--- src/rtl/booth_ctrl_param.sv ---
// Control FSM for a radix-2 Booth sequential multiplier. It sequences load,
// add/subtract and arithmetic-shift steps using an iteration counter.
// Latency: fin rises 2*WIDTH+2 cycles after start is sampled. With
// BOOTH_SKIP_EN, the latency is 1 + WIDTH + (add/sub iterations) + 1.
// start is ignored while busy. Optional feature macro: BOOTH_SKIP_EN
// (a no-op iteration shifts in EVAL and skips the SHIFT state).
module booth_ctrl_param #(
  parameter int WIDTH = 8,
  parameter int CNT_W = $clog2(WIDTH + 1)
) (
  input  logic       clk,
  input  logic       rst_n,
  input  logic       start,
  input  logic [1:0] q,
  output logic       carga,
  output logic       suma,
  output logic       resta,
  output logic       desp,
  output logic       busy,
  output logic       fin
);

  typedef enum logic [2:0] {
    IDLE  = 3'd0,
    LOAD  = 3'd1,
    EVAL  = 3'd2,
    SHIFT = 3'd3,
    DONE  = 3'd4
  } state_t;

  localparam logic [CNT_W-1:0] CNT_INIT = CNT_W'(WIDTH);
  localparam logic [CNT_W-1:0] CNT_ONE  = CNT_W'(1);
  localparam logic [CNT_W-1:0] CNT_ZERO = '0;

  state_t           state;
  state_t           state_nxt;
  logic [CNT_W-1:0] cnt;
  logic [CNT_W-1:0] cnt_nxt;

  // State and iteration counter registers; reset parks the FSM in IDLE.
  always_ff @(posedge clk or negedge rst_n) begin
    if (!rst_n) begin
      state <= IDLE;
      cnt   <= CNT_ZERO;
    end else begin
      state <= state_nxt;
      cnt   <= cnt_nxt;
    end
  end

  // Next-state, counter update and output decode from the registered state,
  // plus q only in EVAL.
  always_comb begin
    state_nxt = state;
    cnt_nxt   = cnt;
    carga     = 1'b0;
    suma      = 1'b0;
    resta     = 1'b0;
    desp      = 1'b0;
    busy      = 1'b0;
    fin       = 1'b0;
    case (state)
      IDLE: begin
        if (start) state_nxt = LOAD;
      end
      LOAD: begin
        carga     = 1'b1;
        busy      = 1'b1;
        cnt_nxt   = CNT_INIT;
        state_nxt = EVAL;
      end
      EVAL: begin
        busy = 1'b1;
        // 10 means a run of ones starts (subtract); 01 means it ends (add).
        if (q == 2'b10) resta = 1'b1;
        if (q == 2'b01) suma  = 1'b1;
        state_nxt = SHIFT;
`ifdef BOOTH_SKIP_EN
        // A no-op iteration folds its shift into this cycle.
        if (q == 2'b00 || q == 2'b11) begin
          desp = 1'b1;
          if (cnt != CNT_ZERO) cnt_nxt = cnt - CNT_ONE;
          state_nxt = (cnt <= CNT_ONE) ? DONE : EVAL;
        end
`endif
      end
      SHIFT: begin
        busy = 1'b1;
        desp = 1'b1;
        // The guard keeps the counter from wrapping even if state is corrupted.
        if (cnt != CNT_ZERO) cnt_nxt = cnt - CNT_ONE;
        state_nxt = (cnt <= CNT_ONE) ? DONE : EVAL;
      end
      DONE: begin
        fin = 1'b1;
        if (start) state_nxt = LOAD;
      end
      default: begin
        state_nxt = IDLE;
      end
    endcase
  end

endmodule

--- config.mk ---
export PLATFORM = sky130hd
export DESIGN_NAME = booth_ctrl_param
export DESIGN_NICKNAME = d
export VERILOG_FILES = /design/src/rtl/booth_ctrl_param.sv
export SDC_FILE = /design/constraint.sdc
export NUM_CORES = 1
export LEC_CHECK = 0
export ABC_CLOCK_PERIOD_IN_PS = 1300
export CORE_AREA = 2 2 39 41
export DETAILED_ROUTE_END_ITERATION = 8
export DIE_AREA = 0 0 41 43
export GPL_TIMING_DRIVEN = 0
export HOLD_SLACK_MARGIN = 0.1
export PLACE_DENSITY = 0.55
export SYNTH_ARGS = -nofsm -noshare
export SYNTH_HDL_FRONTEND = slang
export SYNTH_SLANG_ARGS = --single-unit
--- constraint.sdc ---
create_clock -name clk -period 1.3 [get_ports clk]
set_input_delay 0.26 -clock clk [delete_from_list [all_inputs] [get_ports clk]]
set_output_delay 0.26 -clock clk [all_outputs]
set_load 0.005 [all_outputs]
# After elaboration in Yosys (flattened, before gate mapping)
# Cells that the tools add are included.
[totals]
ram_bits = 0
input_bits = 5
rom_bits = 0
word_cells = 31
output_inout_bits = 6
latch_bits = 0
regBits = 7
mem_count = 0
[classes]
bitwise_logic = 0
mul = 0
magnitude_cmp = 1
n_eq_ne = 8
add_sub_neg = 1
shift = 0
n_div = 0
muxes = 13
n_reduce_logical = 6
[op_table]
columns = ["operator", "count"]
rows = [
  ["3-bit case mux with 4 select lines", 1],
  ["1-bit 2-to-1 mux", 8],
  ["4-bit case mux with 2 select lines", 1],
  ["3-bit by 2-bit == test with 1-bit output, second input constant", 2],
  ["3-bit 2-to-1 mux", 2],
  ["4-bit by 1-bit <= comparator with 1-bit output, second input constant", 1],
  ["4-bit 2-to-1 mux", 1],
  ["4-bit nonzero test", 1],
  ["4-bit by 1-bit subtractor with 4-bit output, second input constant", 1],
  ["3-bit by 1-bit == test with 1-bit output, second input constant", 1],
  ["3-bit == test, second input constant", 1],
  ["3-bit logical NOT", 1],
  ["3-bit OR reduction", 1],
  ["2-bit by 1-bit == test with 1-bit output, second input constant", 1],
  ["2-bit == test, second input constant", 1],
  ["2-bit by 1-bit != test with 1-bit output, second input constant", 1],
  ["2-bit != test, second input constant", 1],
  ["2-bit AND reduction", 1],
  ["2-bit nonzero test", 1],
  ["2-bit OR reduction", 1],
]

# Logic depth before layout (Yosys ltp)
# Gate-level depths: netlist of run 1.
[depth]
ltp_word = 3
depth_mapped = 5
depth_no_buf = 5

# Least setup slack after synthesis of run 1
# No wires, ideal clock.
[synth_timing]
path_kind = "reg2out"
start = "reg state[2]"
end = "out resta"
path_slack_ps = 118
arrival_ps = 922
n_path_buf = 0
stages_incl_launch_ff = 3
t_required_ps = 1040
cell_sequence = "dfrtp_1 nand2b_1 nor4b_1"
[synth_via]
elab_chain_cells = 2
[synth_rtl]
columns = ["item", "line_no", "rtl"]
rows = [
  ["from (decl)", "35", "state_t state;"],
  ["from (signal assigned)", "46", "state <= state_nxt;"],
  ["3-bit by 2-bit == test with 1-bit output", "62", "case (state)"],
  ["1-bit 2-to-1 mux", "62", ""],
  ["to (decl)", "17", "output logic resta,"],
]
# No other way between the ends.

# Final worst setup path of run 1
[layout_timing]
start = "reg state[2]"
end = "out suma"
[layout_via]
elab_chain_cells = 2
[layout_rtl]
columns = ["item", "line_no", "rtl"]
rows = [
  ["3-bit by 2-bit == test with 1-bit output", "62", ""],
  ["1-bit 2-to-1 mux", "62", ""],
  ["to (decl)", "16", "output logic suma,"],
]
# No other way between the ends.

==> results.json, run 1 <==
{
  "status": "complete, but fails checks",
  "failed_checks": "negative setup slack",
  "synth_cell_types": 21,
  "gp_congestion": 0.735,
  "core_um2": 1380,
  "nNetsFinal": 75,
  "antenna_found_initial": 0,
  "synth_nets": 49,
  "avgRoutedWirePerCell_um": 13.6,
  "ys.warnings.count": 0,
  "netlist_area_um2": 408,
  "fp-row-count": 14,
  "critical_path_arrival_ps": 1290,
  "start_kind": "flip-flop",
  "io_pins": 11,
  "clock_latency_ps": 260,
  "cts_buffer_depth": 2,
  "syn_area_per_cell_um2": 9.71,
  "yosysTopAreaCellShare_pct": 42.9,
  "port_buffers": 10,
  "grt_pass1_vias": 439,
  "drive_above_1_share_pct": 62.7,
  "ant_nets": 0,
  "p_leak_nw": 0.330,
  "tritoncts": "yes",
  "setup_viol": 7,
  "hold_slack_ps": 267,
  "dp.cells": 68,
  "finalWorstSetupSlack_ps": -249,
  "rsz0062_at_grt": "true",
  "tightestPinTransition_ps": 333,
  "peakVddDrop_mv": 1.15,
  "synth_cells": 42,
  "wirelength_mm": 1.13,
  "synthArstFlopShare_pct": 100,
  "grt_overflow": 0,
  "initialDrtViolationCount": 11,
  "maxCapViolations": 0,
  "synth.largest_area_cell": "dfrtp_1",
  "cts.sink_count": 7,
  "critPathMaxFanout": 5,
  "final_cell_mix": "7 x buf_6, 5 x buf_2, 5 x buf_4",
  "cts_buffers": 3,
  "instances_no_fill": 83,
  "syn2layout_area_growth_pct": 77.6,
  "ys_ff_latch": 7,
  "dp_hpwl_um": 629,
  "dieWidth_um": 41,
  "num_vias": 413,
  "die_h_um": 43,
  "fin_worst_skew_ps": 2.10,
  "yosysSeqAreaShare_pct": 42.9,
  "cts-root-buf": "clkbuf_4",
  "fin_crit_sh_pct": 119,
  "ys_top_cells_by_area": "dfrtp_1 43%, ha_1 6.1%, mux2i_1 4.9%, inv_1 4.6%, nand2b_1 4.6%",
  "synth-edff-count": 0,
  "hold_path.class": "in2async",
  "pwr_density_cell_nw_per_um2": 2300,
  "grt_pass1_wl_mm": 1.95,
  "cts.clk_slew.worst_paths_ps": 60,
  "htree_levels": 1,
  "die_area_um2": 1760,
  "antenna_cells": 0,
  "crit_path_end_kind": "output pin",
  "fin_crit_ps": 1550,
  "mostFrequentLayoutCell": "buf_6",
  "via_per_inst": 4.98,
  "start_util_pct": 29.5,
  "firstDrtPassIters": 6,
  "crit_type": "reg2out",
  "grt_max_degree": 8,
  "finalMaxSlewViolations": 0,
  "drt_drc_violations_left": 0,
  "ys.flop_type": "dfrtp_1",
  "grt_usage_pct": 16.9,
  "slew_headroom_pct": 77.7,
  "hold_viol": 0,
  "cp.required_ps": 1040,
  "fmax_mhz": 645
}
## state kept, by name, indices dropped and copies added (netlist names)
| name | count |
|---|---|
| cnt | 4 |
| state | 3 |
## final timing paths
path	startpoint	end	slack, ps	cells past startpoint
max	state[2]$_DFFE_PN0P_	suma	-250	4
min	rst_n	state[0]$_DFFE_PN0P_	270	1
max reg2reg	state[2]$_DFFE_PN0P_	cnt[3]$_DFFE_PN0P_	-20	5
min reg2reg	cnt[0]$_DFFE_PN0P_	cnt[0]$_DFFE_PN0P_	550	1
max in group asynchronous	rst_n	state[1]$_DFFE_PN0P_	760	1
min in group clk	cnt[0]$_DFFE_PN0P_	cnt[0]$_DFFE_PN0P_	550	1
## worst max-delay path: stages, from the launching register on
cell      delay [ps]
dfrtp_2          410
buf_6            130
nand2b_4         150
nor4b_2          200
buf_2            150
## routing by layer
| layer | track usage (%) | share of wire, % | up-vias |
|---|---|---|---|
| met5 | 0 | 0 | - |
| met2 | 25.9 | 47 | 13 |
| met4 | 8.00 | 2.2 | 0 |
| met1 | 19.9 | 44 | 199 |
| li1 | - | - | 199 |
| met3 | 6.28 | 6.7 | 2 |
## cell usage after synthesis (2+ instances only)
master	instances
ha_1	2
dfrtp_1	7
inv_1	5
nand2b_1	3
nand2_1	4
nor2_1	3
nor4b_1	2
mux2i_1	2
a21oi_1	2
## power by group
group          switching [mW]  internal (mW)  leakage [nW]
sequential              0.118          0.329        0.0799
clock                  0.0884          0.118        0.0150
combinational           0.471          0.546         0.235
total                   0.677          0.992         0.330
## repair_timing
action	CTS	global route
buffers inserted	11	2
hold endpoints to repair	0	0
setup endpoints to repair	6	12
hold buffers	0	0
pin swaps	3	5
gates resized for setup	39	14
## logic make-up (layout without fill, tap and decap cells)
logic type               count (synthesis)  in the layout  share of synthesized area [%]
adder cells (fa/ha/maj)                  2              2                           6.13
AND/OR/NAND/NOR                         20             20                           31.9
flip-flops                               7              7                           42.9
multiplexers                             2              2                           4.91
buffers and inverters                    5             30                           4.60
AO/OA/AOI/OAI                            6              6                           9.51
## cell type report
| type | count | area [um^2] |
|---|---|---|
| inverter | 5 | 18.8 |
| tap | 16 | 20.0 |
| multi-input combinational | 30 | 298 |
| sequential | 7 | 180 |
| timing repair buffer | 21 | 181 |
| fill | 137 | 659 |
| clock buffer | 4 | 26.3 |
## through the flow
step                instance area (um^2)  TNS (ps)  power (mW)  utilization, %  setup WS (ps)
floorplan                            408         0       0.816               -            118
global placement                     528     -1830        1.03            38.2           -456
detailed placement                   528     -1850        1.04            38.2           -484
CTS                                  664      -994        1.49            48.0           -240
global route                         724     -1650        1.81            52.4           -314
finish                               724     -1120        1.67            52.4           -249
Power figures use the tool's default switching activity.
==> run 2, diff against run 1 <==
--- a/config.mk
+++ b/config.mk
@@ -7,6 +7,7 @@
 export LEC_CHECK = 0
 export ABC_CLOCK_PERIOD_IN_PS = 1300
 export CORE_AREA = 2 2 39 41
+export CTS_CLUSTER_DIAMETER = 200
 export DETAILED_ROUTE_END_ITERATION = 8
 export DIE_AREA = 0 0 41 43
 export GPL_TIMING_DRIVEN = 0
==> results of run 2 <==
Final layout, timing and power as in run 1 (identical DEF).
